$ cat src/rtl/pipeline_ctrl.sv
// Pipeline hazard controller: per-register stall/flush generation, data-memory
// wait tracking with timeout-to-halt, and saturating stall/redirect counters.
module pipeline_ctrl #(
    parameter int unsigned TIMEOUT = 255,
    parameter int unsigned CNT_W   = 16
) (
    input  logic             clk,
    input  logic             reset,
    input  logic [4:0]       d_rs1,
    input  logic [4:0]       d_rs2,
    input  logic             d_uses_rs1,
    input  logic             d_uses_rs2,
    input  logic [4:0]       e_rd,
    input  logic             e_reg_write,
    input  logic             e_is_load,
    input  logic             e_branch_taken,
    input  logic             i_mem_ready,
    input  logic             m_mem_req,
    input  logic             m_mem_ready,
    output logic             pc_stall,
    output logic             fd_stall,
    output logic             fd_flush,
    output logic             de_stall,
    output logic             de_flush,
    output logic             em_stall,
    output logic             em_flush,
    output logic             mw_stall,
    output logic             mw_flush,
    output logic             halted,
    output logic [CNT_W-1:0] stall_cycles,
    output logic [CNT_W-1:0] redirects
);

    typedef enum logic [1:0] {
        RUN   = 2'd0,
        DWAIT = 2'd1,
        HALT  = 2'd2
    } state_t;

    localparam logic [15:0] TIMEOUT_W = 16'(TIMEOUT);

    state_t      state, state_nxt;
    logic [15:0] wait_cnt, wait_cnt_nxt;
    logic        dmiss;
    logic        load_use;
    logic        branch_apply;

    assign dmiss    = m_mem_req && !m_mem_ready;
    assign load_use = e_is_load && e_reg_write && (e_rd != 5'd0) &&
                      ((d_uses_rs1 && (d_rs1 == e_rd)) ||
                       (d_uses_rs2 && (d_rs2 == e_rd)));

    // Stall/flush priority: reset, halt, data miss, branch, load-use, fetch miss.
    always_comb begin
        // NOTE: every output gets a default first so no path leaves one unassigned (no latch).
        pc_stall     = 1'b0;
        fd_stall     = 1'b0;
        fd_flush     = 1'b0;
        de_stall     = 1'b0;
        de_flush     = 1'b0;
        em_stall     = 1'b0;
        em_flush     = 1'b0;
        mw_stall     = 1'b0;
        mw_flush     = 1'b0;
        branch_apply = 1'b0;
        if (reset) begin
            fd_flush = 1'b1;
            de_flush = 1'b1;
            em_flush = 1'b1;
            mw_flush = 1'b1;
        end else if (state == HALT) begin
            pc_stall = 1'b1;
            fd_stall = 1'b1;
            de_stall = 1'b1;
            em_stall = 1'b1;
            mw_stall = 1'b1;
        end else if (dmiss) begin
            pc_stall = 1'b1;
            fd_stall = 1'b1;
            de_stall = 1'b1;
            em_stall = 1'b1;
            mw_flush = 1'b1;
        end else if (e_branch_taken) begin
            fd_flush     = 1'b1;
            de_flush     = 1'b1;
            branch_apply = 1'b1;
        end else if (load_use) begin
            pc_stall = 1'b1;
            fd_stall = 1'b1;
            de_flush = 1'b1;
        end else if (!i_mem_ready) begin
            pc_stall = 1'b1;
            fd_flush = 1'b1;
        end
    end

    // A miss that is ready on its first cycle never sets dmiss, so it never enters DWAIT.
    always_comb begin
        state_nxt    = state;
        wait_cnt_nxt = wait_cnt;
        case (state)
            RUN: begin
                if (dmiss) begin
                    state_nxt    = DWAIT;
                    wait_cnt_nxt = 16'd1;
                end
            end
            DWAIT: begin
                if (!dmiss) begin
                    state_nxt    = RUN;
                    wait_cnt_nxt = 16'd0;
                end else if (wait_cnt == TIMEOUT_W) begin
                    state_nxt = HALT;
                end else begin
                    wait_cnt_nxt = wait_cnt + 16'd1;
                end
            end
            HALT:    state_nxt = HALT;
            default: begin
                state_nxt    = RUN;
                wait_cnt_nxt = 16'd0;
            end
        endcase
    end

    always_ff @(posedge clk) begin
        if (reset) begin
            // NOTE: sequential state uses non-blocking assignments so every flop samples pre-edge values.
            state        <= RUN;
            wait_cnt     <= 16'd0;
            halted       <= 1'b0;
            stall_cycles <= '0;
            redirects    <= '0;
        end else begin
            state    <= state_nxt;
            wait_cnt <= wait_cnt_nxt;
            if (state_nxt == HALT)
                halted <= 1'b1;
            if (pc_stall && (stall_cycles != {CNT_W{1'b1}}))
                stall_cycles <= stall_cycles + CNT_W'(1);
            if (branch_apply && (redirects != {CNT_W{1'b1}}))
                redirects <= redirects + CNT_W'(1);
        end
    end

endmodule

$ cat config.mk
export PLATFORM = sky130hd
export DESIGN_NAME = pipeline_ctrl
export DESIGN_NICKNAME = d
export VERILOG_FILES = /design/src/rtl/pipeline_ctrl.sv
export SDC_FILE = /design/constraint.sdc
export NUM_CORES = 1
export LEC_CHECK = 0
export CAP_MARGIN = 20
export CORE_UTILIZATION = 44
export DETAILED_ROUTE_END_ITERATION = 7
export PLACE_DENSITY_LB_ADDON = 0.3
export RECOVER_POWER = 50
export SLEW_MARGIN = 10
export SYNTH_ARGS = -nofsm -noshare
export SYNTH_HDL_FRONTEND = slang
export SYNTH_SLANG_ARGS = --single-unit
$ cat constraint.sdc
create_clock -name clk -period 2.6 [get_ports clk]
set_input_delay 0.78 -clock clk [delete_from_list [all_inputs] [get_ports clk]]
set_output_delay 0.78 -clock clk [all_outputs]
set_load 0.02 [all_outputs]
### Word-level counts from Yosys, hierarchy flattened

Index checks and enable logic that the tools add are counted.

| word-level totals | value |
|---|---|
| logic and storage cells | 72 |
| output and inout port bits | 42 |
| input port bits | 25 |
| register bits after elaboration | 51 |

| operators by class | value |
|---|---|
| bitwise operators | 1 |
| equality and inequality tests | 10 |
| mux-type cells | 40 |
| add/sub/neg operators | 3 |
| reduce and logical (&&, ||, !) cells | 13 |

Operator list:

| operator | count |
|---|---|
| $add 16x1->16 const B | 3 |
| $mux 16 | 3 |
| $pmux 16 s3 | 1 |
| $mux 1 | 32 |
| $ne 16x16->1 const B | 2 |
| $eq 16x8->1 const B | 1 |
| $eq 5x5->1 | 2 |
| $logic_and 1x1->1 | 8 |
| $mux 2 | 3 |
| $pmux 2 s3 | 1 |
| $reduce_bool 5->1 | 1 |
| $eq 2x2->1 const B | 2 |
| $ne 3x3->1 const B | 1 |
| $reduce_and 3->1 | 1 |
| $eq 2x1->1 const B | 1 |
| $logic_not 2->1 | 1 |
| $ne 2x2->1 const B | 1 |
| $logic_not 1->1 | 1 |
| $logic_or 1x1->1 | 1 |
| $not 1->1 | 1 |

### Longest topological paths before layout

| depth | value |
|---|---|
| depth after elaboration | 10 |
| mapped depth | 8 |
| gate-level depth less buffers | 7 |

### Worst setup path after synthesis

No wires, ideal clock.

| path | value |
|---|---|
| path kind | input-to-output |
| from | input e_rd[1] |
| to | output fd_flush |
| path slack | -0.201 ns |
| stages on the path | 4 |
| required time | 1.820 ns |
| path buffers | 0 |
| arrival time | 2.021 ns |
| path through | or4_1 -> o2111ai_1 -> nand2b_1 -> a21oi_1 |

| on the way | value |
|---|---|
| longest elaborated chain between the ends | 9 |
| elaborated cells on any way between the ends | 13 |
| those cells by class | 2 x eq/ne; 5 x mux; 6 x reduce/logical |

RTL lines:

| what | RTL line | text |
|---|---|---|
| start, declared | 13 | `input logic [4:0] e_rd,` |
| $eq 5x5->1, on equally long branches | 50, 51 |  |
| $logic_and 1x1->1, on equally long branches | 50, 51 |  |
| $logic_or 1x1->1 | 50 | `((d_uses_rs1 && (d_rs1 == e_rd)) \|\|` |
| $logic_and 1x1->1 * | 49 | `assign load_use = e_is_load && e_reg_write && (e_rd != 5'd0) &&` |
| $mux 1 * | 87 | `end else if (load_use) begin` |
| $mux 1 * | 83 | `end else if (e_branch_taken) begin` |
| $mux 1 * | 77 | `end else if (dmiss) begin` |
| $mux 1 * | 71 | `end else if (state == HALT) begin` |
| $mux 1 * | 66 | `if (reset) begin` |
| end, declared | 22 | `output logic fd_flush,` |

Mark *: on every way between the ends. The rest lies on a longest branch, timed or not.

### Worst setup path after layout

| path | value |
|---|---|
| from | input e_rd[4] |
| to | output pc_stall |

| on the way | value |
|---|---|
| longest elaborated chain between the ends | 9 |
| elaborated cells on any way between the ends | 13 |
| those cells by class | 2 x eq/ne; 5 x mux; 6 x reduce/logical |

RTL lines:

| what | RTL line | text |
|---|---|---|
| $eq 5x5->1, on equally long branches | 50, 51 |  |
| $logic_and 1x1->1, on equally long branches | 50, 51 |  |
| $logic_or 1x1->1 | 50 |  |
| $logic_and 1x1->1 * | 49 |  |
| $mux 1 * | 87 |  |
| $mux 1 * | 83 |  |
| $mux 1 * | 77 |  |
| $mux 1 * | 71 |  |
| $mux 1 * | 66 |  |
| end, declared | 20 | `output logic pc_stall,` |

Marked as above.

==> results.py <==
metrics = {
    "synthesis": {
        "avgSynthCellArea_um2": 8.54,
        "number_of_flops_mapped_to_enable_cells_by_yosys": 0,
        "ys_types": 52,
        "async_flop_share": 0,
        "synth_fp_nets": 339,
        "yosysSeqAreaShare": 0.385,
        "synthesis.instances": 311,
        "synthesis.area_um2": 2660,
        "ys_warn_count": 0,
        "synth_top_flop_cell": "sky130_fd_sc_hd__dfxtp_1",
        "ys_seq_elements": 51,
    },
    "die": {
        "core_um2": 5680,
        "floorplan.rows": 27,
        "die_area_um2": 6350,
        "chipHeight_um": 79.7,
        "die_w_um": 79.7,
        "design.portCount": 67,
        "floorplan.initialDensity": 0.468,
    },
    "run_status": {
        "failed_checks": "setup timing",
        "status": "finished, violations left",
    },
    "cells_and_area": {
        "postLayoutCellArea_um2": 3860,
        "finish.utilization": 0.681,
        "finalNetCount": 440,
        "antennaDiodeCount": 0,
        "post_route_cells_drive_above_1_share": 0.218,
        "fill_cells": 460,
        "syn_to_final_growth_pct": 45.5,
    },
    "sta": {
        "setup-violations-final": 6,
        "final-max-slew-violation-count": 0,
        "finalClockSkew_ns": 0.00701,
        "final-hold-violation-count": 0,
        "rsz0062_at_grt": "true",
        "max_slew.worst_pin.slew_ns": 0.641,
        "timing.final.ws_setup_ns": -0.328,
        "finalCritPeriodShare": 1.13,
        "fin_tns_setup_ns": -1.28,
        "layout_min_cycle_time_ns": 2.93,
        "fmaxAchievable_mhz": 341,
        "timing.slew.headroom": 0.569,
    },
    "clocking": {
        "clk_pin_slew_worst_paths_ns": 0.09,
        "cts.htree.levels": 2,
        "clk-insertion-delay-late_ns": 0.29,
        "number_of_buffers_added_by_the_clock_tree_synthesis_step": 5,
        "clockBufferDepth": 2,
        "tritoncts": "yes",
        "clock_tree.root_cell": "sky130_fd_sc_hd__clkbuf_8",
        "clkSinkCount": 51,
    },
    "pwr": {
        "leakage_nw": 1.54,
        "post-layout-total-power_mw": 1.51,
        "power-per-cell-area_nw_per_um2": 390,
        "irDropWorstVdd_mv": 0.290,
    },
    "placed_design": {
        "gp_routability_congestion": 0.793,
        "dp_hpwl_um": 4740,
        "detailedPlace.worstSlack_ns": -1.15,
        "placed_area_um2": 3640,
        "port_buffers": 66,
    },
    "worst_setup_path": {
        "worstPathMaxFanout": 2,
        "worstSetupEndpointType": "output port",
        "crit_arrival_ns": 2.15,
        "path_cells": "buf_8, or4_4, o2111a_1, a211o_1, buf_6",
        "critPathSlowestCell": "sky130_fd_sc_hd__or4_4",
        "max_stage_delay_ns": 0.55,
        "critPathLaunchType": "input port",
        "timing.setup.critical_path_class": "in2out",
        "worst_ep_required_time_ns": 1.82,
        "timing.reg2reg.worst_path_depth": 7,
    },
    "detailed_routing": {
        "drtIter0Drc": 98,
        "num_vias": 2715,
        "post_drt_wl_per_cell_um": 14.1,
        "avgViaCountPerCell": 5.60,
        "drtPass1Iterations": 4,
        "drt_drc_violations_left": 0,
        "route.antenna.remaining_nets": 0,
        "route.final.wire_length_um": 6830,
    },
    "global_routing": {
        "grt_pass1_vias": 2514,
        "grt_first_pass_wirelength_um": 11100,
        "overflow_after_grt": 0,
        "grt_usage": 0.220,
        "grt_max_degree": 30,
        "antenna_found_initial": 0,
    },
    "run": {
        "drv_cap": 0,
    },
    "worst_hold_path": {
        "worstHoldPathType": "reg2reg",
        "worst_hold_path.num_cells": 2,
    },
}
==> cells in the final DEF (no fill, tap or decap), types with 6 or more instances in the layout <==
cell,count
sky130_fd_sc_hd__nand4_1,14
sky130_fd_sc_hd__and3_1,8
sky130_fd_sc_hd__nor3_1,6
sky130_fd_sc_hd__or3_1,10
sky130_fd_sc_hd__nor2_1,39
sky130_fd_sc_hd__clkbuf_8,7
sky130_fd_sc_hd__or4_1,6
sky130_fd_sc_hd__buf_6,14
sky130_fd_sc_hd__buf_2,7
sky130_fd_sc_hd__nand2_1,17
sky130_fd_sc_hd__clkdlybuf4s50_1,13
sky130_fd_sc_hd__xnor2_1,11
sky130_fd_sc_hd__xor2_1,20
sky130_fd_sc_hd__buf_4,28
sky130_fd_sc_hd__a21oi_1,17
sky130_fd_sc_hd__dfxtp_1,51
sky130_fd_sc_hd__dlygate4sd3_1,23
sky130_fd_sc_hd__o21ai_1,7
sky130_fd_sc_hd__inv_1,7
sky130_fd_sc_hd__nand3_1,18
==> registers in the layout, indices dropped and copies added (netlist names) <==
register,cells
redirects,16
stall_cycles,16
wait_cnt,16
state,2
halted,1
==> layer usage <==
metal / share of wire / GRT usage
met3: 0.038 / 0.0491
met4: 0.013 / 0.0618
met1: 0.43 / 0.262
met2: 0.51 / 0.393
met5: 0 / 0
==> cell usage after synthesis, types with 3 or more instances <==
cell type / instances / area, µm²
sky130_fd_sc_hd__a21oi_1: 20 / 100
sky130_fd_sc_hd__and3_1: 8 / 50.1
sky130_fd_sc_hd__and4_1: 5 / 43.8
sky130_fd_sc_hd__buf_4: 3 / 22.5
sky130_fd_sc_hd__clkbuf_1: 5 / 18.8
sky130_fd_sc_hd__dfxtp_1: 51 / 1020
sky130_fd_sc_hd__ha_1: 3 / 37.5
sky130_fd_sc_hd__inv_1: 7 / 26.3
sky130_fd_sc_hd__mux2i_1: 3 / 30.0
sky130_fd_sc_hd__nand2_1: 18 / 67.6
sky130_fd_sc_hd__nand2b_1: 3 / 18.8
sky130_fd_sc_hd__nand3_1: 18 / 90.1
sky130_fd_sc_hd__nand4_1: 14 / 87.6
sky130_fd_sc_hd__nor2_1: 40 / 150
sky130_fd_sc_hd__nor3_1: 8 / 40.0
sky130_fd_sc_hd__o21ai_0: 4 / 20.0
sky130_fd_sc_hd__o21ai_1: 7 / 35.0
sky130_fd_sc_hd__o31ai_1: 5 / 37.5
sky130_fd_sc_hd__or2_2: 3 / 18.8
sky130_fd_sc_hd__or3_1: 10 / 62.6
sky130_fd_sc_hd__or4_1: 8 / 60.1
sky130_fd_sc_hd__xnor2_1: 15 / 131
sky130_fd_sc_hd__xor2_1: 20 / 175
==> metrics by stage <==
| stage | cells | hold slack (ns) |
|---|---|---|
| after floorplan | 311 | 0.471 |
| after global placement | 472 | 0.476 |
| after detailed placement | 472 | 0.489 |
| after CTS | 484 | 0.502 |
| after global routing | 485 | 0.528 |
| final | 485 | 0.503 |
==> final cells by class <==
class,count,area [µm²],area share
Tap cell,72,90.1,0.0233
Timing Repair Buffer,104,948,0.245
Inverter,7,26.3,0.00680
Clock buffer,8,100,0.0259
Multi-Input combinational cell,243,1680,0.434
Sequential cell,51,1020,0.264
==> worst max-delay path: cells and delay by family <==
| kind | cells | cell delay, ns |
|---|---|---|
| compound gates | 2 | 0.58 |
| buf+inv | 2 | 0.24 |
| simple gates | 1 | 0.55 |
==> kinds of logic after synthesis <==
| logic type | Yosys count | synth area share |
|---|---|---|
| AO/OA/AOI/OAI | 57 | 0.146 |
| XOR/XNOR | 35 | 0.115 |
| adder cells (fa/ha/maj) | 3 | 0.0141 |
| buffers and inverters | 17 | 0.0311 |
| flip-flops | 51 | 0.385 |
| multiplexers | 4 | 0.0170 |
| AND/OR/NAND/NOR | 144 | 0.292 |
==> path summary, 6_finish.rpt <==
| path | from | to | slack [ns] |
|---|---|---|---|
| hold reg to reg | halted$_SDFFE_PP0N_ | halted$_SDFFE_PP0N_ | 0.50 |
| hold / removal | halted$_SDFFE_PP0N_ | halted$_SDFFE_PP0N_ | 0.50 |
| setup / recovery | e_rd[4] | pc_stall | -0.33 |
| setup reg to reg | stall_cycles[6]$_SDFFE_PP0P_ | stall_cycles[1]$_SDFFE_PP0P_ | 0.41 |
==> timing repair <==
item                       in CTS  in global routing
pin swaps                      24                 11
setup endpoints to repair      26                 24
hold endpoints to repair        0                  0
buffers inserted                4                  1
hold buffers                    0                  0
gates resized for setup       105                 21
==> report_power, final <==
group | internal [mW] | total [mW] | switching (mW)
clock | 0.243 | 0.487 | 0.244
sequential | 0.787 | 0.796 | 0.00913
combinational | 0.117 | 0.225 | 0.108
No activity file was read; power rests on OpenSTA's default activity.
